<file path="src/rtl/cpu_pkg.sv">
// rtl/cpu_pkg.sv - shared types and constants for the 16-bit RISC pipeline
package cpu_pkg;

  localparam int WIDTH_DEF = 16;
  localparam int PC_W_DEF  = 32;

  typedef enum logic [1:0] {
    PC_SEQ   = 2'b00,
    PC_JMP   = 2'b01,
    PC_STACK = 2'b10,
    PC_INT   = 2'b11
  } pc_sel_e;

  typedef enum logic {
    INT_IDLE = 1'b0,
    INT_PEND = 1'b1
  } int_state_e;

  localparam logic [15:0] NOP_INSTR = 16'h0000;

endpackage

</file>
<file path="src/rtl/pc_unit.sv">
// rtl/pc_unit.sv - program counter register, next-PC mux and incrementer
module pc_unit
  import cpu_pkg::*;
#(
  parameter int             PC_W       = PC_W_DEF,
  parameter logic [PC_W-1:0] RESET_PC   = '0,
  parameter logic [PC_W-1:0] INT_VECTOR = 1
) (
  input  logic            clk,
  input  logic            rst,
  input  logic [1:0]      i_pc_sel,
  input  logic [PC_W-1:0] i_pc_jmp,
  input  logic [PC_W-1:0] i_pc_stack,
  input  logic            i_hold,
  output logic [PC_W-1:0] o_pc
);

  logic [PC_W-1:0] r_pc;
  logic [PC_W-1:0] w_pc_next;

  // A redirect overrides any freeze or stall; the increment wraps naturally.
  always_comb begin
    w_pc_next = r_pc;
    case (i_pc_sel)
      PC_JMP:   w_pc_next = i_pc_jmp;
      PC_STACK: w_pc_next = i_pc_stack;
      PC_INT:   w_pc_next = INT_VECTOR;
      default:  if (!i_hold) w_pc_next = r_pc + PC_W'(1);
    endcase
  end

  always_ff @(posedge clk or posedge rst) begin
    if (rst) r_pc <= RESET_PC;
    else     r_pc <= w_pc_next;
  end

  assign o_pc = r_pc;

endmodule

</file>
<file path="src/rtl/fetch_stage.sv">
// rtl/fetch_stage.sv - instruction fetch: PC, IF/ID register and interrupt latch
module fetch_stage
  import cpu_pkg::*;
#(
  parameter int              WIDTH      = WIDTH_DEF,
  parameter int              PC_W       = PC_W_DEF,
  parameter logic [PC_W-1:0] RESET_PC   = 32'h0000_0000,
  parameter logic [PC_W-1:0] INT_VECTOR = 32'h0000_0001
) (
  input  logic             clk,
  input  logic             rst,
  output logic [PC_W-1:0]  imem_addr,
  input  logic [WIDTH-1:0] imem_data,
  input  logic [1:0]       pc_sel,
  input  logic [PC_W-1:0]  pc_jmp,
  input  logic [PC_W-1:0]  pc_stack,
  input  logic             fetch_pc_enable,
  input  logic             load_use,
  input  logic             flush_fetch,
  input  logic             interrupt,
  input  logic             ack,
  output logic [WIDTH-1:0] instruction,
  output logic [PC_W-1:0]  pc_out,
  output logic [PC_W-1:0]  pc_plus1,
  output logic             if_valid,
  output logic             int_req
);

  logic [PC_W-1:0]  w_pc;
  logic             w_redirect;
  logic             w_hold;
  logic [WIDTH-1:0] r_instruction;
  logic [PC_W-1:0]  r_pc_out;
  logic             r_if_valid;
  int_state_e       r_int_state;
  int_state_e       w_int_next;

  assign w_redirect = (pc_sel != PC_SEQ);
  assign w_hold     = !fetch_pc_enable || load_use;

  pc_unit #(
    .PC_W       (PC_W),
    .RESET_PC   (RESET_PC),
    .INT_VECTOR (INT_VECTOR)
  ) u_pc_unit (
    .clk        (clk),
    .rst        (rst),
    .i_pc_sel   (pc_sel),
    .i_pc_jmp   (pc_jmp),
    .i_pc_stack (pc_stack),
    .i_hold     (w_hold),
    .o_pc       (w_pc)
  );

  // Redirect squashes even under a hold; a flush under a hold is dropped.
  always_ff @(posedge clk or posedge rst) begin
    if (rst) begin
      r_instruction <= WIDTH'(NOP_INSTR);
      r_pc_out      <= RESET_PC;
      r_if_valid    <= 1'b0;
    end else if (w_redirect) begin
      r_instruction <= WIDTH'(NOP_INSTR);
      r_pc_out      <= w_pc;
      r_if_valid    <= 1'b0;
    end else if (!w_hold) begin
      r_instruction <= flush_fetch ? WIDTH'(NOP_INSTR) : imem_data;
      r_pc_out      <= w_pc;
      r_if_valid    <= !flush_fetch;
    end
  end

  always_ff @(posedge clk or posedge rst) begin
    if (rst) r_int_state <= INT_IDLE;
    else     r_int_state <= w_int_next;
  end

  // An ack in PEND always wins, so a same-cycle request is not re-latched.
  always_comb begin
    w_int_next = r_int_state;
    case (r_int_state)
      INT_IDLE: if (interrupt) w_int_next = INT_PEND;
      INT_PEND: if (ack)       w_int_next = INT_IDLE;
      default:                 w_int_next = INT_IDLE;
    endcase
  end

  always_comb begin
    int_req = (r_int_state == INT_PEND);
  end

  assign imem_addr   = w_pc;
  assign instruction = r_instruction;
  assign pc_out      = r_pc_out;
  assign pc_plus1    = r_pc_out + PC_W'(1);
  assign if_valid    = r_if_valid;

endmodule

</file>
<file path="config.mk">
export PLATFORM = sky130hd
export DESIGN_NAME = fetch_stage
export DESIGN_NICKNAME = d
export VERILOG_FILES = /design/src/rtl/cpu_pkg.sv /design/src/rtl/pc_unit.sv /design/src/rtl/fetch_stage.sv
export SDC_FILE = /design/constraint.sdc
export NUM_CORES = 1
export LEC_CHECK = 0
export CORE_ASPECT_RATIO = 1.2
export CORE_MARGIN = 3
export CORE_UTILIZATION = 40
export CTS_CLUSTER_DIAMETER = 30
export DETAILED_ROUTE_END_ITERATION = 7
export DONT_BUFFER_PORTS = 1
export HOLD_SLACK_MARGIN = 0.05
export PLACE_DENSITY = 0.56
export SETUP_SLACK_MARGIN = 0.2
export SYNTH_ARGS = -nofsm -noshare
export SYNTH_HDL_FRONTEND = slang
export SYNTH_SLANG_ARGS = --single-unit
</file>
<file path="constraint.sdc">
create_clock -name clk -period 3.85 [get_ports clk]
set_input_delay 0.385 -clock clk [delete_from_list [all_inputs] [get_ports clk]]
set_output_delay 0.385 -clock clk [all_outputs]
set_load 0.05 [all_outputs]
</file>
== Yosys cells after proc, flatten, opt, wreduce, memory -nomap -nowiden ==
Index checks and enable logic that the tools add are counted.

* Bits in registers: 82
* Input port bits: 89
* Output and inout port bits: 114
* Logic and storage cells: 29

* Add/subtract/negate cells: 2
* Equal/unequal tests: 5
* Muxes and demuxes: 12
* Bitwise gates (word level): 1
* Reductions and logical operators: 4

{| class="wikitable"
|+ Operators with widths
! operator !! number
|-
| 32-bit two-way mux || 3
|-
| 32-bit one-hot mux with 3 select lines || 1
|-
| 32-bit by 1-bit adder with 32-bit output, second input constant || 2
|-
| 16-bit two-way mux || 3
|-
| 2-bit equality test, second input constant || 2
|-
| 1-bit two-way mux || 4
|-
| 4-bit != test, second input constant || 1
|-
| 2-bit by 1-bit equality test with 1-bit output, second input constant || 1
|-
| 1-bit zero test || 2
|-
| 2-bit != test, second input constant || 1
|-
| 1-bit one-hot mux with 2 select lines || 1
|-
| 2-bit nonzero test || 1
|-
| 1-bit logical OR || 1
|-
| 1-bit NOT || 1
|}

== Logic depth before layout (Yosys ltp) ==
Gate-level depths: netlist of the first run.

* Depth after elaboration: 4
* Gate-level depth with buffers: 8
* Mapped depth without buffers: 6

== Modules after synthesis ==
A second synthesis of the first run with hierarchy kept.

* Cell total of the unflattened synthesis: 570
* Area total of the unflattened synthesis: 4901.0 um^2

{| class="wikitable"
|+ By module, submodules not included
! module !! times used !! cells each !! area an instance (um^2) !! sequential area each (um^2)
|-
| fetch_stage || 1 || 267 || 2482.4 || 1251.2
|-
| pc_unit || 1 || 303 || 2418.6 || 800.8
|}

== Worst setup path after synthesis of the first run ==
Ideal clock, no wire load.

* Kind: register to output
* Start: reg r_pc_out[7], in the netlist pc_out[7]
* End: out pc_plus1[20]
* Data arrival time: 2791 ps
* Required time: 3465 ps
* Setup slack: 674 ps
* Stages on the path, launching flop included: 6
* Buffers on the path: 0
* Cells stage by stage: dfrtp_1 > nand4_1 > or2_2 > nor4_1 > nand3_1 > xnor2_1

* Word-level cells in the longest chain between the ends: 1

{| class="wikitable"
|+ Ends and longest elaborated chain
! element !! line !! text
|-
| start: declaration || fetch_stage.sv:33 || <nowiki>logic [PC_W-1:0] r_pc_out;</nowiki>
|-
| start signal: assignment || fetch_stage.sv:63 || <nowiki>r_pc_out <= w_pc;</nowiki>
|-
| start signal: assignment || fetch_stage.sv:67 || <nowiki>r_pc_out <= w_pc;</nowiki>
|-
| 32-bit by 1-bit adder with 32-bit output || fetch_stage.sv:94 || <nowiki>assign pc_plus1 = r_pc_out + PC_W'(1);</nowiki>
|-
| end: declaration || fetch_stage.sv:24 || <nowiki>output logic [PC_W-1:0] pc_plus1,</nowiki>
|}

Every way passes these cells.

== Worst setup path after layout of the first run ==
* Start: reg r_pc_out[4], in the netlist pc_out[4]
* End: out pc_plus1[31]

Same word-level chain as after synthesis.

==> impl_results.md, run 1 <==
- Ports: about 200
- Final slew viol count: 0
- Total CTS buffers: 9
- Most used cell, CP: buf_4
- Post-Place Cells: 712
- Reg2Reg Depth: 5
- Synthesis Warnings: 0
- Int Pwr: 1.65 mW
- WL per Instance: 21.2 µm
- Post-CTS sizing: 0
- Worst r2r dst: u_pc_unit.o_pc[28]$_DFFE_PP0P_
- Die width: between 100 and 150 µm
- Largest net degree at the start of global routing: 57
- Clk_skew: 0.00540 ns
- Critical path launch point type: flip-flop
- Maximum vdd ir drop: 0.000231 V
- Fmax: a little over 300 MHz
- CTS Sinks: 82
- Setup Crit Path Kind: flip-flop to output pin
- Post-layout min period: 3.29 ns
- Clk Latency, worst-skew pair: roughly 0.34 ns
- Bufs on Longest Clock Path: 2
- Htree depth: 3
- Net switching power: around 1.0 mW
- Port buffer count: 0
- Avg Cell Area, Syn: about 8.9 µm²
- Vias in the first global route: around 4,100
- Gate power share: 18.2%
- First-pass GRT wire length: between 20 and 25 mm
- Initial antenna violation count: 0
- Final Cycle Share: 85.4%
- CP required: 3.46 ns
- 1st-iter DRT viols: 324
- Crit path largest cell delay: 0.72 ns
- Post-synthesis sequential area ratio: a little over two fifths
- Reg2reg start: u_pc_unit.o_pc[6]$_DFFE_PP0P_
- Final Hold Fails: 0
- CTS Hold Bufs: 0
- Worst reg-to-reg setup slack: between 1 and 1.5 ns
- Detail Route Antenna Nets: 0
- RSZ-0062 raised after global routing: false
- Non-filler cells, final: 728
- Worst setup EP type: output pin
- Clock network power share: 35.2%
- Root Buffer: clkbuf_16
- Setup repair bufs after CTS: 0
- Crit path cell chain: nand3_1, nor4b_1, buf_4, nand2_1, or3_1, xnor2_1, buf_4
- Max-cap violations: 0
- Tightest Pin Transition: 1.18 ns
- Post-Syn Area: about 0.0048 mm²
- Placer Congestion: ~0.85
- Sequential Power Share: a little under half
- Post-synth EDFFs: 0
- Drt first pass iters: 5
- P_leak: 2.44 nW
- Detail Placement HPWL: 11.3 mm
- Setup tns final: 0 ns
- Crit Path Max Fanout: 6
- Share of layout cells above drive strength 1: 14.5%
- Async SR Flop Fraction: 100%
- Layout Nets: roughly 660
- DRC: 0
- Arr. time, crit path: 2.90 ns
- Sw Ratio: between 30% and 40%
- Syn nets: 627
- Cells after Synth: between 500 and 600
- # setup viols final: 0
- Routed vias: 4,386
- Pwr dens: 483 mW/mm²
- Routed wire length: 15.4 mm
- GRT Overall Usage: around 22%
- Die Span Y: around 130 µm
- Initial Util: approximately 41%
- Synth unique cells: 62
- Diode count: 0
- CP max stage cell: dfrtp_1
- Most used DFF post-synth: dfrtp_1
- Hold Path Class: input pin to asynchronous set/reset pin
- GRT overflow: 0
- Via-to-Cell Ratio: ~6
- Row Count: 43
- Worst-path clk slew: 0.06 ns
- P&R area growth vs syn: 15.1%
- TritonCTS clock tree: done
- Status: finished clean
- Core ar.: 0.0116 mm²
- Register bit total from synthesis: 82
- Die area: 0.0133 mm²
- Relative slew slack: 20.8%
[power groups by stage]
stage                     Clock (mW)  Sequential [mW]  Combinational, mW
final                          0.937             1.24              0.485
after global routing           0.980             1.25              0.524
after detailed placement           0             1.26              0.489
after global placement             0             1.25              0.482
after CTS                      0.947             1.24              0.489
after floorplan                    0             1.26              0.335
[cells in the final DEF, fill, tap and decap left out, types with 3 or more instances in the layout]
cell | netlist | routed
nand2_1 | 99 | 98
dfrtp_1 | 82 | 82
buf_4 | 1 | 47
o21ai_0 | 36 | 36
a21oi_1 | 34 | 34
a22o_1 | 26 | 26
xnor2_1 | 24 | 24
nor2_1 | 23 | 22
nand3_1 | 22 | 22
inv_1 | 17 | 16
a22oi_1 | 16 | 16
nand4_1 | 16 | 16
nor3_1 | 11 | 11
clkbuf_16 | 0 | 9
nor4_1 | 8 | 8
xor2_1 | 8 | 8
and3_1 | 7 | 7
a2bb2oi_1 | 5 | 5
a41oi_1 | 5 | 5
and4_1 | 5 | 5
a31oi_1 | 4 | 4
a211oi_1 | 4 | 4
nand2b_1 | 3 | 3
o21a_1 | 3 | 3
o41ai_1 | 3 | 3
a41o_1 | 3 | 3
o22ai_1 | 3 | 3
clkinv_2 | 0 | 3
[through the flow]
stage	util [%]	setup WS (ns)	total power, mW	area, µm²	hold slack, ns
after global placement	44.6	0.959	1.73	5190	0.483
after global routing	47.4	0.371	2.75	5510	0.141
after detailed placement	44.6	0.905	1.74	5190	0.486
after CTS	47.4	0.530	2.68	5510	0.132
after floorplan	-	0.674	1.60	4790	0.478
final	47.4	0.564	2.66	5510	0.136
[how the worst max path moves through the flow]
stage                          startpoint            to  cells after the start
floorplan           pc_out[7]$_DFFE_PP0P_  pc_plus1[20]                      5
global placement    pc_out[4]$_DFFE_PP0P_  pc_plus1[31]                      7
detailed placement  pc_out[7]$_DFFE_PP0P_  pc_plus1[31]                      7
CTS                 pc_out[7]$_DFFE_PP0P_  pc_plus1[31]                      7
global route        pc_out[7]$_DFFE_PP0P_  pc_plus1[31]                      7
finish              pc_out[4]$_DFFE_PP0P_  pc_plus1[31]                      7
[area by class of cell]
type,count,area (µm²)
timing repair buffer,47,353
tap,157,196
fill,1172,6110
multi-input combinational,409,2520
sequential,82,2050
inverter,17,65.1
clock buffer,11,243
clock inverter,5,77.6
[routing by layer]
metal | vias to the layer above | track usage (%) | share of wire (%)
li1 | 2029 | - | -
met1 | 2128 | 28.7 | 41
met2 | 212 | 37.5 | 50
met3 | 17 | 5.23 | 8.2
met4 | 0 | 6.86 | 1.2
met5 | - | 0 | 0
[worst max-delay path: cells and delay by family (launching register included)]
family	cells	cell delay [ns]
flops	1	0.72
xor+xnor	1	0.14
simple gates	4	1.27
buf+inv	2	0.43
[cell usage after synthesis (11+ instances only)]
cell	instances	share of area, %
nor2_1	23	1.8
a22oi_1	16	2.5
inv_1	17	1.3
nand2_1	99	7.8
nor3_1	11	1.2
nand3_1	22	2.3
a22o_1	26	4.8
xnor2_1	24	4.4
o21ai_0	36	3.8
nand4_1	16	2.1
a21oi_1	34	3.6
clkbuf_1	17	1.3
dfrtp_1	82	43
[cell families after synthesis]
group,count (synthesis),share of synthesized area [%]
simple gates,214,22.8
compound gates,159,22.7
flops,82,42.9
buf+inv,45,4.78
xor+xnor,32,5.86
mux,2,0.418
fa+ha+maj,2,0.523
[state kept, by name, summed over array words and instances (netlist names)]
register        flops
if_valid            1
instruction        16
pc_out             32
u_pc_unit.o_pc     32
int_req             1
Note: power is estimated with default switching activity, not from simulation.
==> run 2: changes to the inputs <==
Clock period 3.85 ns to 3.63 ns, I/O delays scaled along.
==> run 2 against run 1 <==
Against the previous run:
- sequential power hardly changed
- total power is 6.2% higher
- first-iteration DRC count is 27% higher
- sequential cell count stayed put
- routed wire length is 1.5% higher
- clock skew is 0.0016 ns higher
- die area stayed put
- clock power is 2.3% higher
- critical path depth stayed put
- clock-buffer cell count is 1 lower
- register-to-register slack worse by 0.24 ns
- largest power group unchanged
- highest routed layer unchanged
==> impl_results.md, run 2 (synthesis results as in run 1) <==
- Clk_skew: around 0.007 ns
- Crit Path Max Fanout: 6
- Post-layout min period: 3.18 ns
- Port buffer count: 0
- Vias in the first global route: 4,327
- First-pass GRT wire length: 24.2 mm
- Clk Latency, worst-skew pair: 0.34 ns
- Area post-placement: about 0.0053 mm²
- P&R area growth vs syn: 18.1%
- Layout Nets: roughly 680
- Routed vias: 4,452
- Row Count: 43
- Ports: 203
- Setup Crit Path Kind: flip-flop to output pin
- Detail Placement HPWL: 11.5 mm
- Final Hold Fails: 0
- CP required: roughly 3.3 ns
- Final Cycle Share: 87.5%
- Worst r2r dst: u_pc_unit.o_pc[28]$_DFFE_PP0P_
- Bufs on Longest Clock Path: 2
- Initial antenna violation count: 0
- Worst-path clk slew: 0.07 ns
- Total CTS buffers: 9
- Setup tns final: 0 ns
- WL per Instance: 20.9 µm
- Status: finished clean
- CP max stage cell: dfrtp_1
- Placer Congestion: 0.849
- Root Buffer: clkbuf_16
- Die area: 0.0133 mm²
- Post-route cell area: between 0.005 and 0.006 mm²
- Crit path cell chain: nand3_1, nor4b_1, buf_4, nand2_1, or3_1, xnor2_1, buf_4
- Largest net degree at the start of global routing: 61
- Post-CTS sizing: 0
- WHS: ~0.11 ns
- CTS Sinks: 82
- Diode count: 0
- Setup WS pre-CTS: 0.809 ns
- Non-filler cells, final: 747
- # setup viols final: 0
- Max-cap violations: 0
- Setup ws final: about 0.45 ns
- Post-Place Cells: 731
- Commonest non-fill, non-tap cell in the layout: nand2_1
- Critical path launch point type: flip-flop
- Core ar.: about 0.012 mm²
- Worst setup EP type: output pin
- Reg2reg start: u_pc_unit.o_pc[8]$_DFFE_PP0P_
- Die Span Y: ~130 µm
- Maximum vdd ir drop: 0.000229 V
- Crit path largest cell delay: 0.70 ns
- GRT overflow: 0
- Critical Path Sink: pc_plus1[31]
- Most used cell, CP: buf_4
- Routed wire length: 15.6 mm
- Share of layout cells above drive strength 1: 17.5%
- Htree depth: 3
- Hold Path Class: input pin to flip-flop
- Via-to-Cell Ratio: 5.96
- Final slew viol count: 0
- TritonCTS clock tree: done
- 1st-iter DRT viols: 412
- Die width: 106 µm
- Pwr dens: 500 mW/mm²
- Worst reg-to-reg setup slack: 0.90 ns
- RSZ-0062 raised after global routing: false
- Tightest Pin Transition: 1.10 ns
- Reg2Reg Depth: 5
- Commonest cells after routing, fill and taps aside: 98 x nand2_1, 82 x dfrtp_1, 65 x buf_4, 36 x o21ai_0, 34 x a21oi_1
- CTS Hold Bufs: 0
- Worst setup path start: pc_out[6]$_DFFE_PP0P_
- Detail Route Antenna Nets: 0
- Fmax: 315 MHz
- Utilization after layout: ~50%
- Drt first pass iters: 5
- GRT Overall Usage: 23.0%
- Relative slew slack: 26.2%
- Total design power: roughly 2.8 mW
- Setup repair bufs after CTS: 0
- P_leak: 2.54 nW
- DRC: 0
- Initial Util: between 40 and 50%
- Arr. time, crit path: between 2 and 3 ns
run 2: cell count changes in the layout (fill, tap and decap cells not counted):
cell / before / now
bufinv_16: 2 / 1
clkinv_4: 0 / 2
clkbuf_1: 1 / 0
buf_12: 0 / 1
clkinv_2: 3 / 1
inv_6: 0 / 2
buf_4: 47 / 65
run 2: area by class of cell:
class / count / area [µm²]
multi-input combinational: 409 / 2520
tap: 157 / 196
sequential: 82 / 2050
clock inverter: 6 / 72.6
timing repair buffer: 66 / 508
clock buffer: 10 / 239
fill: 1189 / 5970
inverter: 17 / 65.1
run 2: power by group:
part           switching (mW)  leakage [nW]  internal, mW
clock network           0.400         0.150         0.559
registers               0.231          1.09         0.979
logic                   0.472          1.30         0.185
run 2: how the worst min path moves through the flow:
stage / start / end / slack, ns / cells past startpoint
finish: ack / int_req$_DFF_PP0_ / 0.11 / 1
global route: ack / int_req$_DFF_PP0_ / 0.12 / 1
CTS: ack / int_req$_DFF_PP0_ / 0.10 / 1
detailed placement: ack / int_req$_DFF_PP0_ / 0.46 / 1
global placement: ack / int_req$_DFF_PP0_ / 0.46 / 1
floorplan: ack / int_req$_DFF_PP0_ / 0.46 / 1
run 2: layer usage:
layer	vias up	track usage [%]	routed length, µm
li1	2069	-	-
met4	0	8.08	259
met5	-	0	0
met2	195	38.3	7750
met3	24	6.20	1310
met1	2164	28.8	6310
run 2: critical path: cells and delay by family (launching register included):
kind          cells  cell delay [ns]
xor+xnor          1             0.17
flops             1             0.70
buf+inv           2             0.44
simple gates      4             1.16
